--- src/rtl/cnn_frame_seq_pkg.sv ---
// Shared encodings and defaults for the CNN frame sequencer and its helpers.
package cnn_frame_seq_pkg;

  localparam int DEF_ALPHA_W   = 8;
  localparam int DEF_FRAME_PIX = 784;

  typedef enum logic [2:0] {
    ST_IDLE     = 3'd0,
    ST_WAIT_SOF = 3'd1,
    ST_STREAM   = 3'd2,
    ST_WAIT_RES = 3'd3,
    ST_HOLD     = 3'd4
  } seq_state_e;

  // Counter width that stays >= 1 bit for degenerate parameter values.
  function automatic int cnt_w(input int n);
    return (n > 1) ? $clog2(n) : 1;
  endfunction

endpackage

--- src/rtl/cnn_frame_seq_timeout_cnt.sv ---
// Saturating wait-cycle counter: clears on clr, counts while en, flags the last allowed cycle.
module seq_timeout_cnt
  import cnn_frame_seq_pkg::*;
#(
  parameter int LIMIT = 16
) (
  input  logic clk,
  input  logic reset,
  input  logic clr,
  input  logic en,
  output logic expire
);

  localparam int            CW   = cnt_w(LIMIT);
  localparam logic [CW-1:0] LAST = CW'(LIMIT - 1);

  logic [CW-1:0] cnt;

  always_ff @(posedge clk) begin
    if (reset || clr) cnt <= '0;
    else if (en && (cnt != LAST)) cnt <= cnt + 1'b1;
  end

  assign expire = en && (cnt == LAST);

endmodule

--- src/rtl/cnn_frame_seq.sv ---
// Gates exactly one camera frame into the CNN per host request and holds the result until acked.
module cnn_frame_seq
  import cnn_frame_seq_pkg::*;
#(
  parameter int PIX_W       = 32,
  parameter int ALPHA_W     = DEF_ALPHA_W,
  parameter int FRAME_PIX   = DEF_FRAME_PIX,
  parameter int TIMEOUT_CYC = 1000000
) (
  input  logic               clk,
  input  logic               reset,
  input  logic               host_start,
  input  logic               host_ack,
  input  logic               pix_sof,
  input  logic               pix_valid,
  input  logic [PIX_W-1:0]   pix_data,
  output logic               cnn_valid,
  output logic [PIX_W-1:0]   cnn_pixel,
  input  logic               cnn_done,
  input  logic [ALPHA_W-1:0] cnn_alpha,
  output logic               res_valid,
  output logic [ALPHA_W-1:0] res_alpha,
  output logic               busy,
  output logic               err_timeout
);

  localparam int            PW       = cnt_w(FRAME_PIX + 1);
  localparam logic [PW-1:0] LAST_PIX = PW'(FRAME_PIX - 1);

  seq_state_e    state;
  logic [PW-1:0] pix_cnt;
  logic          tmo_expire;
  logic          sof_hit;

  assign sof_hit = pix_valid && pix_sof;

  seq_timeout_cnt #(.LIMIT(TIMEOUT_CYC)) u_tmo (
    .clk    (clk),
    .reset  (reset),
    .clr    (state != ST_WAIT_RES),
    .en     (state == ST_WAIT_RES),
    .expire (tmo_expire)
  );

  always_ff @(posedge clk) begin
    if (reset) begin
      state       <= ST_IDLE;
      pix_cnt     <= '0;
      cnn_valid   <= 1'b0;
      cnn_pixel   <= '0;
      res_valid   <= 1'b0;
      res_alpha   <= '0;
      busy        <= 1'b0;
      err_timeout <= 1'b0;
    end else begin
      cnn_valid <= 1'b0;
      case (state)
        ST_IDLE: begin
          if (host_start) begin
            state       <= ST_WAIT_SOF;
            busy        <= 1'b1;
            err_timeout <= 1'b0;
          end
        end
        ST_WAIT_SOF: begin
          if (sof_hit) begin
            cnn_valid <= 1'b1;
            cnn_pixel <= pix_data;
            if (FRAME_PIX == 1) begin
              state   <= ST_WAIT_RES;
              pix_cnt <= '0;
            end else begin
              state   <= ST_STREAM;
              pix_cnt <= PW'(1);
            end
          end
        end
        ST_STREAM: begin
          if (pix_valid) begin
            // A mid-frame SOF re-anchors the count; the pixel itself is withheld.
            if (pix_sof) begin
              pix_cnt <= PW'(1);
            end else begin
              cnn_valid <= 1'b1;
              cnn_pixel <= pix_data;
              if (pix_cnt == LAST_PIX) begin
                state   <= ST_WAIT_RES;
                pix_cnt <= '0;
              end else begin
                pix_cnt <= pix_cnt + 1'b1;
              end
            end
          end
        end
        ST_WAIT_RES: begin
          if (cnn_done) begin
            res_alpha <= cnn_alpha;
            res_valid <= 1'b1;
            state     <= ST_HOLD;
          end else if (tmo_expire) begin
            err_timeout <= 1'b1;
            busy        <= 1'b0;
            state       <= ST_IDLE;
          end
        end
        ST_HOLD: begin
          if (host_ack) begin
            res_valid <= 1'b0;
            if (host_start) begin
              state <= ST_WAIT_SOF;
            end else begin
              state <= ST_IDLE;
              busy  <= 1'b0;
            end
          end
        end
        default: begin
          state <= ST_IDLE;
          busy  <= 1'b0;
        end
      endcase
    end
  end

endmodule

--- config.mk ---
export PLATFORM = sky130hd
export DESIGN_NAME = cnn_frame_seq
export DESIGN_NICKNAME = d
export VERILOG_FILES = /design/src/rtl/cnn_frame_seq_pkg.sv /design/src/rtl/cnn_frame_seq_timeout_cnt.sv /design/src/rtl/cnn_frame_seq.sv
export SDC_FILE = /design/constraint.sdc
export NUM_CORES = 1
export LEC_CHECK = 0
export CAP_MARGIN = 30
export CORE_MARGIN = 3
export CORE_UTILIZATION = 45
export CTS_CLUSTER_DIAMETER = 40
export DETAILED_ROUTE_END_ITERATION = 8
export GPL_TIMING_DRIVEN = 0
export PLACE_DENSITY_LB_ADDON = 0.1
export SETUP_SLACK_MARGIN = 0.5
export SYNTH_ARGS = -nofsm -noshare
export SYNTH_HDL_FRONTEND = slang
export SYNTH_SLANG_ARGS = --single-unit
--- constraint.sdc ---
create_clock -name clk -period 3.17 [get_ports clk]
set_input_delay 0.7925 -clock clk [delete_from_list [all_inputs] [get_ports clk]]
set_output_delay 0.7925 -clock clk [all_outputs]
set_load 0.02 [all_outputs]
==> flow_summary.json, run 1 <==
{
  "status": "finished, final reports clean",
  "rsz0062_at_grt": "no",
  "min_period_over_period": 0.750,
  "ys_seq_area_frac": 0.474,
  "cts_tree": "done",
  "async_flop_share": 0,
  "worstPathMaxFanout": 8,
  "synth_most_common_cell": "nand2_1",
  "synth_top_area_share": 0.474,
  "drv_slew": 0,
  "fillers": 608,
  "cts_root_buffer": "clkbuf_8",
  "syn_avg_cell_area_um2": 8.07,
  "hpwl_um": 5880,
  "synth_enable_flop_cells": 0,
  "fmax_mhz": 421,
  "grt_max_degree": 13,
  "avgRoutedWirePerCell_um": 13.4,
  "drc": 0,
  "crit_family": "simple AND/OR/NAND/NOR gates",
  "synthCells": 403,
  "diodes": 0,
  "coreArea_um2": 6910,
  "dieWidth_um": 91.0,
  "clock_sinks": 77,
  "ys.flop_type": "dfxtp_1",
  "fp-row-count": 30,
  "worst_pin_slew_ns": 0.767,
  "antenna_found_initial": 0,
  "skew_ns": 0.00813,
  "seq_area_um2": 1540,
  "drtAntennaViolNets": 0,
  "track_usage": 0.199,
  "drive_gt1_frac": 0.0709,
  "hold_slack_ns": 0.455,
  "slowest_delay_ns": 0.58,
  "power-per-cell-area_nw_per_um2": 547,
  "multiInputGateArea_um2": 1620,
  "grt_pass1_vias": 3026,
  "pre_cts_slack_ns": 0.225,
  "setup_tns_ns": 0,
  "start_util": 0.471,
  "dieArea_um2": 8290,
  "postLayoutCellArea_um2": 4500,
  "synth_seq_cells": 77,
  "crit_required_ns": 3.38,
  "cp_slowest_cell": "or4_1",
  "clkSlewWorstSetupHoldPaths_ns": 0.08,
  "irDropWorstVdd_uv": 300,
  "synth_area_um2": 3250,
  "layout_setup_ws_ns": 0.793,
  "worstSetupPathType": "in2reg",
  "via_count": 3070,
  "utilization": 0.652,
  "htree_levels": 3,
  "area_growth_pct": 38.5,
  "yosysUniqueCellTypes": 44,
  "finalHoldViolCount": 0,
  "grt-ovfl-total": 0,
  "post-cts-setup-buffers": 0,
  "nNetsFinal": 553,
  "firstDrtPassIters": 4,
  "start_kind": "input pin",
  "critPathCaptureType": "register",
  "ios": 91,
  "synth_warnings": 0,
  "die_h_um": 91.0,
  "slew_headroom": 0.485,
  "ys_top_cells_by_count": "102 x nand2_1, 77 x dfxtp_1, 57 x a21oi_1, 32 x nor2_1, 12 x xnor2_1",
  "clock_latency_ns": 0.34,
  "grt_pass1_wl_um": 13500,
  "syn_nets": 452,
  "io_buffers": 90,
  "min_path_type": "reg2reg",
  "gp_congestion": 0.810,
  "finalCriticalPeriod_ns": 2.38,
  "p_leak_uw": 0.00155,
  "dr.first_iter.drc_count": 131,
  "arrival_ns": 2.58,
  "routed_wl_um": 8090,
  "synthTopCellsByArea": "dfxtp_1 47%, nand2_1 12%, a21oi_1 8.8%",
  "cap_violations": 0,
  "finalSetupViolations": 0,
  "clockBufferDepth": 2,
  "placed_area_um2": 4270,
  "crit_chain": "clkdlybuf4s50_1 > nand2b_1 > a21o_1 > clkbuf_1 > or4_1 > xor2_1 > nor2_1",
  "path_buf_inv": 2,
  "viasPerCell": 5.08,
  "yosys.area.top_type": "dfxtp_1",
  "cts_buffers": 9
}
## per-layer routing
layer | vias to the layer above | wire length (um) | global-route usage | share of wire
met5 | - | 0 | 0 | 0
met2 | 77 | 3720 | 0.323 | 0.46
met1 | 1405 | 3510 | 0.228 | 0.43
li1 | 1575 | - | - | -
met3 | 13 | 712 | 0.0862 | 0.088
met4 | 0 | 147 | 0.0829 | 0.018
## registers in the layout, summed over array words and instances, names as in the netlist
name         flops
u_tmo.cnt       20
cnn_valid        1
res_alpha        8
pix_cnt         10
state            3
cnn_pixel       32
res_valid        1
err_timeout      1
busy             1
## per-stage QoR
step | power [uW] | cells
3_3_place_gp | 1660 | 589
3_5_place_dp | 1670 | 589
2_1_floorplan | 1420 | 403
6_report | 2470 | 604
5_1_grt | 2580 | 604
4_1_cts | 2480 | 604
## report_power, final
group          switching [uW]  total (uW)  internal (uW)
sequential               45.6        1090           1040
clock                     352         809            457
combinational             319         571            253
total                     716        2470           1750
## path summary, 6_finish.rpt
| path | startpoint | endpoint | slack (ns) | depth (start not counted) |
|---|---|---|---|---|
| worst max-delay path | pix_valid | pix_cnt[9] | 0.79 | 7 |
| worst min register to register | cnn_pixel[19] | cnn_pixel[19] | 0.46 | 2 |
| worst min-delay path | cnn_pixel[19] | cnn_pixel[19] | 0.46 | 2 |
| worst max register to register | u_tmo.cnt[11] | state[0] | 1.14 | 6 |
## logic make-up (layout without fill, tap and decap cells)
family / count (synthesis) / in the layout / synth area share
buffers and inverters: 23 / 128 / 0.0315
and+or+nand+nor: 198 / 198 / 0.290
muxes: 2 / 2 / 0.00615
xor gates and xnor gates: 17 / 17 / 0.0458
adders and majority gates: 2 / 2 / 0.00769
AOI/OAI and AO/OA: 84 / 84 / 0.145
DFF: 77 / 77 / 0.474
## final cells by class
type / instances / share of cell area
Inverter: 3 / 0.00250
Tap cell: 96 / 0.0267
Clock inverter: 5 / 0.0167
Sequential cell: 77 / 0.342
Multi-Input combinational cell: 303 / 0.360
Timing Repair Buffer: 90 / 0.201
Clock buffer: 10 / 0.0306
Buffer: 20 / 0.0211
## timing repair
action	CTS	global route
hold buffers	0	0
resized for setup	0	9
setup endpoints to repair	0	30
endpoints found under the hold margin	0	0
## worst register-to-register path, delay by kind of cell, from the launching register on
| kind | cells | cell delay [ns] |
|---|---|---|
| flip-flops | 1 | 0.36 |
| buffers and inverters | 1 | 0.20 |
| AO/OA/AOI/OAI | 1 | 0.16 |
| multiplexers | 1 | 0.18 |
| AND/OR/NAND/NOR | 3 | 1.06 |
## placed cells by master, fill, tap and decap left out, types with 10 or more instances in the layout
| master | synthesis | final |
|---|---|---|
| xnor2_1 | 12 | 12 |
| nor2_1 | 32 | 32 |
| nand2_1 | 102 | 102 |
| dfxtp_1 | 77 | 77 |
| a21oi_1 | 57 | 56 |
| nand3_1 | 10 | 10 |
| clkbuf_8 | 0 | 10 |
| clkdlybuf4s50_1 | 0 | 89 |
| nor3_1 | 11 | 11 |
Power figures use the tool's default switching activity.
==> inputs of run 2 (changes only) <==
--- a/config.mk
+++ b/config.mk
@@ -7,7 +7,7 @@
 export LEC_CHECK = 0
 export CAP_MARGIN = 30
 export CORE_MARGIN = 3
-export CORE_UTILIZATION = 45
+export CORE_UTILIZATION = 43
 export CTS_CLUSTER_DIAMETER = 40
 export DETAILED_ROUTE_END_ITERATION = 8
 export GPL_TIMING_DRIVEN = 0
==> constraint.sdc (replaced) <==
create_clock -name clk -period 2.1 [get_ports clk]
set_input_delay 0.525 -clock clk [delete_from_list [all_inputs] [get_ports clk]]
set_output_delay 0.525 -clock clk [all_outputs]
set_load 0.02 [all_outputs]
==> run 2 against run 1 <==
Net effect:
- register-to-register slack worse by 0.95 ns
- sequential power up 50%
- cell count up 5.8%
- non-clock buffer count up 31
- clock power up 41%
- combinational power up 94%
- global-route usage up 1.5 points
- flip-flop and latch count unchanged
- largest power group unchanged
- setup slack worse by 0.61 ns
- largest cell class unchanged
==> flow_summary.json, run 2 (synthesis results as in run 1) <==
{
  "status": "finished, final reports clean",
  "dieArea_um2": 8650,
  "start_util": 0.446,
  "fmax_mhz": 523,
  "antenna_found_initial": 0,
  "irDropWorstVdd_uv": 449,
  "viasPerCell": 5.23,
  "final_cell_mix": "90 x nand2_1, 69 x dfxtp_1, 44 x clkdlybuf4s50_1, 40 x a21oi_1, 31 x nor2_1",
  "dr.first_iter.drc_count": 162,
  "clock_sinks": 77,
  "clock_latency_ns": 0.35,
  "die_h_um": 93.0,
  "hpwl_um": 6030,
  "crit_required_ns": 2.38,
  "worstPathMaxFanout": 5,
  "postLayoutCellArea_um2": 5090,
  "clkPwrFrac": 0.292,
  "io_buffers": 90,
  "p_sw_frac": 0.315,
  "grt-ovfl-total": 0,
  "reg_top3": "cnn_pixel (32), u_tmo.cnt (20), pix_cnt (10)",
  "htree_levels": 3,
  "arrival_ns": 2.19,
  "worst_pin_slew_ns": 0.540,
  "r2r_setup_slack_ns": 0.19,
  "nNetsFinal": 584,
  "crit_chain": "or4b_4 > nor4_4 > buf_4 > buf_8 > nand2_8 > a21oi_2 > mux2i_1",
  "rsz0062_at_grt": "yes",
  "clkSlewWorstSetupHoldPaths_ns": 0.08,
  "drv_slew": 0,
  "worstSetupPathType": "reg2reg",
  "routed_wl_um": 9450,
  "start_kind": "register",
  "largest_reg_flops": 32,
  "grt_pass1_wl_um": 15000,
  "skew_ns": 0.00757,
  "slew_headroom": 0.638,
  "drtAntennaViolNets": 0,
  "p_sw_uw": 1230,
  "slowest_delay_ns": 0.54,
  "hold_slack_ns": 0.452,
  "p_int_uw": 2670,
  "track_usage": 0.214,
  "coreArea_um2": 7290,
  "p_seq_frac": 0.421,
  "dieWidth_um": 93.0,
  "firstDrtPassIters": 5,
  "placed_area_um2": 4300,
  "gp_congestion": 0.790,
  "min-delay-start": "res_alpha[6]",
  "fillers": 611,
  "setup_tns_ns": 0,
  "top_register": "cnn_pixel",
  "cap_violations": 0,
  "worstReg2RegStart": "u_tmo.cnt[15]",
  "ios": 91,
  "finalCriticalPeriod_ns": 1.91,
  "power-per-cell-area_nw_per_um2": 764,
  "cts_buffers": 9,
  "critPathCaptureType": "register",
  "via_count": 3343,
  "cts_root_buffer": "clkbuf_8",
  "finalSetupViolations": 0,
  "min_period_over_period": 0.911,
  "drc": 0,
  "drive_gt1_frac": 0.254,
  "cts_tree": "done",
  "avgRoutedWirePerCell_um": 14.8,
  "grt_pass1_vias": 3227,
  "grt_max_degree": 15,
  "min_path_type": "reg2reg",
  "final_common_cell": "nand2_1",
  "diodes": 0,
  "clockBufferDepth": 2,
  "holdBufCountCts": 0,
  "fp-row-count": 31,
  "combPwrFrac": 0.286,
  "area_growth_pct": 56.5,
  "startpoint": "u_tmo.cnt[15]",
  "cp_slowest_cell": "or4b_4",
  "finalHoldViolCount": 0,
  "p_leak_uw": 0.00193
}
[run 2: layout make-up]
type	instances	area, um^2	area share
Multi-Input combinational cell	303	1880	0.370
Tap cell	99	124	0.0243
Timing Repair Buffer	121	1110	0.219
Sequential cell	77	1560	0.306
Buffer	20	205	0.0403
Clock buffer	10	128	0.0251
Clock inverter	6	70.1	0.0138
Inverter	3	11.3	0.00221
[run 2: worst max-delay path: cells and delay by family (launching register included)]
family	cells	cell delay, ns
compound gates	1	0.13
flops	1	0.33
buf+inv	2	0.32
mux	1	0.18
simple gates	3	0.87
[run 2: metal layers]
| metal | vias up | part of all wire | GRT usage |
|---|---|---|---|
| met4 | 0 | 0.0072 | 0.0476 |
| met5 | - | 0 | 0 |
| met3 | 9 | 0.079 | 0.0925 |
| li1 | 1646 | - | - |
| met2 | 83 | 0.50 | 0.363 |
| met1 | 1605 | 0.41 | 0.250 |
[run 2: metrics by stage]
step	util	instances	total power, uW	worst slack, ns
final	0.698	639	3890	0.187
after global routing	0.698	639	4080	0.0907
after CTS	0.660	630	3750	0.202
after detailed placement	0.589	592	2530	-0.486
after global placement	0.589	592	2520	-0.449
after floorplan	-	403	2150	0.299
[run 2: power by group through the flow]
stage          Sequential (uW)  Clock (uW)  Combinational, uW
2_1_floorplan             1770           0                385
3_3_place_gp              1660           0                859
3_5_place_dp              1670           0                864
4_1_cts                   1640        1160                949
5_1_grt                   1660        1220               1200
6_report                  1640        1140               1110
[run 2: path summary, 6_finish.rpt]
path | to | cells past startpoint
max | state[0] | 7
min | res_alpha[6] | 2
min reg2reg | res_alpha[6] | 2
max reg2reg | state[0] | 7
[run 2: repair_timing]
item | CTS | global route
setup endpoints to repair | 121 | 91
gates resized for setup | 118 | 83
pin swaps | 29 | 21
buffers inserted | 21 | 6
gates cloned | 1 | 3
